<file path="config.mk">
export PLATFORM = sky130hd
export DESIGN_NAME = vc_fifo
export DESIGN_NICKNAME = d
export VERILOG_FILES = /design/src/rtl/sw_pkg.sv /design/src/rtl/vc_queue.sv /design/src/rtl/vc_fifo.sv
export SDC_FILE = /design/constraint.sdc
export NUM_CORES = 1
export LEC_CHECK = 0
export ABC_AREA = 1
export BUFFER_PORTS_ARGS = -buffer_cell sky130_fd_sc_hd__buf_2
export CORE_UTILIZATION = 35
export DETAILED_ROUTE_END_ITERATION = 10
export PLACE_DENSITY_LB_ADDON = 0.15
export RECOVER_POWER = 100
export SETUP_SLACK_MARGIN = 0.3
export SLEW_MARGIN = 20
export SYNTH_ARGS = -nofsm -noshare
export SYNTH_HDL_FRONTEND = slang
export SYNTH_HIERARCHICAL = 1
export SYNTH_SLANG_ARGS = --single-unit
</file>
<file path="constraint.sdc">
create_clock -name clk -period 2.4 [get_ports clk]
set_input_delay 0.12 -clock clk [delete_from_list [all_inputs] [get_ports clk]]
set_output_delay 0.12 -clock clk [all_outputs]
set_load 0.01 [all_outputs]
</file>
<file path="src/rtl/sw_pkg.sv">
// Shared switch definitions: flit type encoding, default widths and flit helpers.
// Used by the switch input buffers and anything else that decodes flits.
package sw_pkg;

  localparam int DATAW_DEF = 8;
  localparam int FLITW_DEF = DATAW_DEF + 2;

  typedef enum logic [1:0] {
    FT_NULL = 2'b00,
    FT_BODY = 2'b01,
    FT_HEAD = 2'b10,
    FT_TAIL = 2'b11
  } flit_type_t;

  localparam logic [FLITW_DEF-1:0] NULL_FLIT = '0;

  // Takes the two type bits of a flit of any width and returns them as an enum.
  function automatic flit_type_t flit_type(input logic [1:0] type_bits);
    return flit_type_t'(type_bits);
  endfunction

endpackage

</file>
<file path="src/rtl/vc_queue.sv">
// Single virtual-channel circular flit buffer with first-word fall-through head,
// occupancy output and a count of complete packets (stored tail flits).
module vc_queue
  import sw_pkg::*;
#(
  parameter int FLITW = FLITW_DEF,
  parameter int DEPTH = 4
) (
  input  logic                       clk,
  input  logic                       rst,
  input  logic                       push_i,
  input  logic                       pop_i,
  input  logic [FLITW-1:0]           flit_i,
  output logic [FLITW-1:0]           head_o,
  output logic                       empty_o,
  output logic                       full_o,
  output logic [$clog2(DEPTH):0]     count_o,
  output logic [$clog2(DEPTH+1)-1:0] tails_o
);

  localparam int AW = $clog2(DEPTH);
  localparam int CW = $clog2(DEPTH+1);

  logic [FLITW-1:0] mem_q [DEPTH];
  logic [AW:0]      rd_q, rd_d, wr_q, wr_d;
  logic [CW-1:0]    tcnt_q, tcnt_d;
  logic             do_push, do_pop, tail_in, tail_out;

  // Pointers carry an extra wrap bit so equal indices can mean full or empty.
  assign empty_o = (rd_q == wr_q);
  assign full_o  = (rd_q[AW-1:0] == wr_q[AW-1:0]) && (rd_q[AW] != wr_q[AW]);
  assign count_o = wr_q - rd_q;
  assign tails_o = tcnt_q;
  assign head_o  = empty_o ? '0 : mem_q[rd_q[AW-1:0]];

  // A full queue still accepts a push when the same cycle frees a slot.
  assign do_pop   = pop_i & ~empty_o;
  assign do_push  = push_i & (~full_o | do_pop);
  assign tail_in  = do_push && (flit_type(flit_i[FLITW-1 -: 2]) == FT_TAIL);
  assign tail_out = do_pop && (flit_type(head_o[FLITW-1 -: 2]) == FT_TAIL);

  always_comb begin
    rd_d   = rd_q + {{AW{1'b0}}, do_pop};
    wr_d   = wr_q + {{AW{1'b0}}, do_push};
    tcnt_d = tcnt_q;
    case ({tail_in, tail_out})
      2'b10:   tcnt_d = tcnt_q + CW'(1);
      2'b01:   tcnt_d = tcnt_q - CW'(1);
      default: tcnt_d = tcnt_q;
    endcase
  end

  always_ff @(posedge clk) begin
    if (rst) begin
      rd_q   <= '0;
      wr_q   <= '0;
      tcnt_q <= '0;
    end else begin
      rd_q   <= rd_d;
      wr_q   <= wr_d;
      tcnt_q <= tcnt_d;
    end
  end

  always_ff @(posedge clk) begin
    if (!rst && do_push) begin
      mem_q[wr_q[AW-1:0]] <= flit_i;
    end
  end

endmodule

</file>
<file path="src/rtl/vc_fifo.sv">
// Switch input buffer: NVC independent flit queues sharing one write and one read port,
// with null-flit filtering, almost-full back-pressure and sticky overflow/underflow flags.
module vc_fifo
  import sw_pkg::*;
#(
  parameter int DATAW    = DATAW_DEF,
  parameter int DEPTH    = 4,
  parameter int NVC      = 2,
  parameter int AFULL_TH = DEPTH - 1
) (
  input  logic                   clk,
  input  logic                   rst,
  input  logic                   we,
  input  logic [$clog2(NVC)-1:0] wvc,
  input  logic [DATAW+1:0]       pkti,
  input  logic                   re,
  input  logic [$clog2(NVC)-1:0] rvc,
  output logic [DATAW+1:0]       pkto,
  output logic [NVC-1:0]         empty,
  output logic [NVC-1:0]         full,
  output logic [NVC-1:0]         afull,
  output logic [NVC-1:0]         pkt_avail,
  output logic                   ovf,
  output logic                   udf
);

  localparam int FLITW = DATAW + 2;
  localparam int AW    = $clog2(DEPTH);
  localparam int CW    = $clog2(DEPTH+1);

  logic [FLITW-1:0] head  [NVC];
  logic [AW:0]      count [NVC];
  logic [CW-1:0]    tails [NVC];
  logic [NVC-1:0]   push_v, pop_v, ovf_ev;
  logic             wr_null, rvc_ok;
  logic             ovf_q, ovf_d, udf_q, udf_d;

  assign wr_null = (flit_type(pkti[FLITW-1 -: 2]) == FT_NULL);
  assign rvc_ok  = (int'(rvc) < NVC);

  for (genvar v = 0; v < NVC; v++) begin : g_vc
    assign push_v[v] = we && !wr_null && (int'(wvc) == v);
    assign pop_v[v]  = re && (int'(rvc) == v);

    vc_queue #(
      .FLITW (FLITW),
      .DEPTH (DEPTH)
    ) u_queue (
      .clk     (clk),
      .rst     (rst),
      .push_i  (push_v[v]),
      .pop_i   (pop_v[v]),
      .flit_i  (pkti),
      .head_o  (head[v]),
      .empty_o (empty[v]),
      .full_o  (full[v]),
      .count_o (count[v]),
      .tails_o (tails[v])
    );

    assign afull[v]     = (int'(count[v]) >= AFULL_TH);
    assign pkt_avail[v] = (tails[v] != '0);
    // Full queue only drops the write when no pop on the same VC makes room.
    assign ovf_ev[v]    = push_v[v] && full[v] && !pop_v[v];
  end

  assign pkto = rvc_ok ? head[rvc] : '0;

  always_comb begin
    ovf_d = ovf_q | (|ovf_ev);
    udf_d = udf_q | (re && (!rvc_ok || empty[rvc]));
  end

  always_ff @(posedge clk) begin
    if (rst) begin
      ovf_q <= 1'b0;
      udf_q <= 1'b0;
    end else begin
      ovf_q <= ovf_d;
      udf_q <= udf_d;
    end
  end

  assign ovf = ovf_q;
  assign udf = udf_q;

endmodule
</file>
==> summary.md <==
| Metric | Value |
|---|---|
| Status | `finished, final reports clean` |
| Seq. cell area | `2820 µm²` |
| Clk_skew | `approximately 0.0058 ns` |
| Routability Congestion | `0.798` |
| Slowest-stage cell, CP | `fa_2` |
| YS warnings | `6` |
| Fraction of layout cells with a size suffix above 1 | `0.188` |
| Hpwl dp | `slightly below 7000 µm` |
| Die Area | `roughly 14000 µm²` |
| Hold path cells | `1` |
| Total wire length | `about 10000 µm` |
| Yosys top cell area share | `0.518` |
| F_max | `463 MHz` |
| Flop2flop setup slack | `0.24 ns` |
| Critical path type | `reg -> reg` |
| Hold WC Path Type | `in -> reg` |
| Clock network power share | `0.373` |
| DIE WIDTH | `around 120 µm` |
| Drt pass-1 iters | `4` |
| Least-Margin Pin Slew | `0.718 ns` |
| Cell taking the most area after synthesis | `edfxtp_1` |
| Cell area after synthesis | `4630 µm²` |
| Critical Path Source Type | `flip-flop` |
| Worst Path Arrival | `between 2 and 2.5 ns` |
| Layout net count | `roughly 550` |
| Largest net degree at the start of global routing | `23` |
| Setup-failing EPs final | `0` |
| Slew margin rel. | `0.521` |
| Worst Setup End Kind | `flip-flop` |
| Post-route ant nets | `0` |
| Reg2reg end | `g_vc[1].u_queue/tails_o[2]` |
| Tcrit/Tclk final | `0.901` |
| FF-to-FF path depth | `15` |
| CP max FO | `3` |
| CTS Hold Bufs | `0` |
| Wire length per cell | `14.5 µm` |
| RSZ-0062 raised after global routing | `true` |
| Synth Register Bits | `100` |
| Layout area overhead | `19.5%` |
| Critical-path cell list | `inv_1 > ha_4 > nand2_2 > inv_1 > nand3_1 > nand4_1 > ha_2 > inv_2 > fa_2 > inv_2 > nand2_2 > nand3_2 > nand2_1 > nand2_1 > nor2_1` |
| Clk root buf | `clkbuf_16` |
| Area of the multi-input gates | `approximately 1600 µm²` |
| Post-synth net total | `just under 500` |
| Netlist cell types | `25` |
| Min-delay src | `pkti[4]` |
| Final hold vios | `0` |
| Sw Share | `0.240` |
| Vias | `approximately 3200` |
| CTS HTree Levels | `3` |
| Mapped Avg Cell Area | `roughly 10 µm²` |
| ANT cells | `0` |
| Static Leak | `~2.2 nW` |
| Bufs on Longest Clock Path | `2` |
| Power share of the sequential group | `0.528` |
| Hold WS | `roughly 0.14 ns` |
| Cell area power density | `~650 nW/µm²` |
| Total track usage | `0.159` |
| Initial antenna violation count | `0` |
| Pint | `2.74 mW` |
| Core Area | `roughly 13000 µm²` |
| Initial Util | `0.363` |
| CP Launch Point | `g_vc[1].u_queue/wr_q[0]` |
| Required @ worst endpoint | `between 2 and 3 ns` |
| Buf/Inv on CP | `4` |
| Final core occ | `0.434` |
| 1st-iter DRT viols | `roughly 150` |
| First-pass GRT wire length | `15700 µm` |
| Final Slew Violations | `0` |
| Clock sink count | `100` |
| Mapped Cells | `roughly 450` |
| Port Buffers | `35` |
| FP Rows | `41` |
| CTS tree | `done` |
| Combinational share of power | `0.099` |
| Sw Pwr | `between 800 and 900 µW` |
| Post-route minimum period | `between 2 and 2.5 ns` |
| DRC viols | `0` |
| Slowest stage delay, CP | `between 0.3 and 0.4 ns` |
| Delay-heaviest family, CP | `adder cells` |
| Grt ovf | `0` |
| Vert. Die Dim | `~120 µm` |
| I/O Pins | `36` |
| Power Total | `3.60 mW` |
| Fillers | `approximately 1300` |
| Register area share after synthesis | `0.605` |
| Max_cap viols | `0` |
| Vias in the first global route | `between 3000 and 4000` |
| Clock latency on the worst-skew pair | `around 0.34 ns` |
| Commonest non-fill, non-tap cell in the layout | `nor2_1` |
| WHS Endpoint | `g_vc[1].u_queue/mem_q[1][4]` |
| Fin Setup TNS | `0 ns` |
| Max IR drop VDD | `between 0.4 and 0.5 mV` |
| Inserted Clock Buffers | `9` |
| Top cells by area, synth | `edfxtp_1 (52%), dfxtp_1 (8.6%), nor2_1 (8.5%), nand2_1 (4.5%), inv_1 (3.8%)` |
| Via/cell ratio | `roughly 4.6` |
| CTS clk-pin slew, worst paths | `0.07 ns` |
| Commonest cells after routing, fill and taps aside | `nor2_1 (104), edfxtp_1 (80), nand2_1 (50), inv_1 (44), clkbuf_1 (34)` |
| Worst R2R Start | `g_vc[1].u_queue/wr_q[0]` |
==> area by class of cell <==
type | count | share of cell area
Sequential cell | 100 | 0.509
Timing Repair Buffer | 65 | 0.0673
Multi-Input combinational cell | 282 | 0.293
Clock inverter | 6 | 0.00859
Tap cell | 172 | 0.0389
Clock buffer | 10 | 0.0413
Inverter | 59 | 0.0427
==> power groups by stage <==
stage	registers (mW)	clock network [mW]	logic, mW
after floorplan	1.94	0	0.209
after global routing	1.90	1.44	0.402
after global placement	1.94	0	0.336
after detailed placement	1.94	0	0.340
after CTS	1.90	1.38	0.357
final	1.90	1.34	0.358
==> routing by layer <==
layer	vias up	GRT usage	wire [µm]
li1	1613	-	-
met1	1499	0.212	5020
met2	67	0.257	4510
met3	12	0.0391	411
met4	0	0.0456	112
met5	-	0	0
==> through the flow <==
| step | instances | setup slack [ns] | instance area, µm² |
|---|---|---|---|
| 5_1_grt | 694 | 0.105 | 5540 |
| 3_3_place_gp | 667 | 0.238 | 5130 |
| 2_1_floorplan | 454 | 0.305 | 4690 |
| 3_5_place_dp | 667 | 0.165 | 5130 |
| 4_1_cts | 687 | 0.303 | 5490 |
| 6_report | 694 | 0.238 | 5540 |
==> cells in the mapped netlist <==
master,number
a21oi_1,23
nand4_1,2
buf_4,2
edfxtp_1,80
nor2_2,1
nand3_1,15
buf_6,3
inv_1,47
mux2_4,10
buf_2,6
a21o_1,2
ha_1,14
a21oi_2,2
inv_2,12
xnor2_1,4
clkbuf_1,2
or2_0,4
o21ai_0,5
nand2_1,55
xor2_1,2
dfxtp_1,20
o21ai_1,32
nor2_1,105
fa_1,4
or3_1,2
==> kinds of logic after synthesis <==
kind of cell    after synthesis  synth area share
buf+inv                      72            0.0664
mux                          10            0.0324
xor+xnor                      6            0.0113
fa+ha+maj                    18            0.0551
flops                       100             0.605
compound gates               64            0.0718
simple gates                184             0.158
==> worst max-delay path by stage <==
| stage | slack [ns] | to | cells after the start |
|---|---|---|---|
| after global placement | 0.24 | g_vc[0].u_queue/tails_o[2] | 16 |
| final | 0.24 | g_vc[1].u_queue/tails_o[2] | 15 |
| after detailed placement | 0.16 | g_vc[0].u_queue/tails_o[2] | 16 |
| after CTS | 0.30 | g_vc[0].u_queue/tails_o[2] | 16 |
| after global routing | 0.11 | g_vc[1].u_queue/tails_o[2] | 15 |
| after floorplan | 0.30 | g_vc[0].u_queue/tails_o[2] | 17 |
==> flip-flops by register name (all words and copies together) (netlist names) <==
signal                flops
g_vc.u_queue/mem_q       80
ovf                       1
udf                       1
g_vc.u_queue/wr_q         6
g_vc.u_queue/tails_o      6
g_vc.u_queue/rd_q         6
==> what timing repair did <==
action	CTS	global route
resized for setup	14	21
buffers inserted	4	6
setup endpoints to repair	13	12
cloned	0	1
pin swaps	3	25
(Power assumes the default switching activity.)
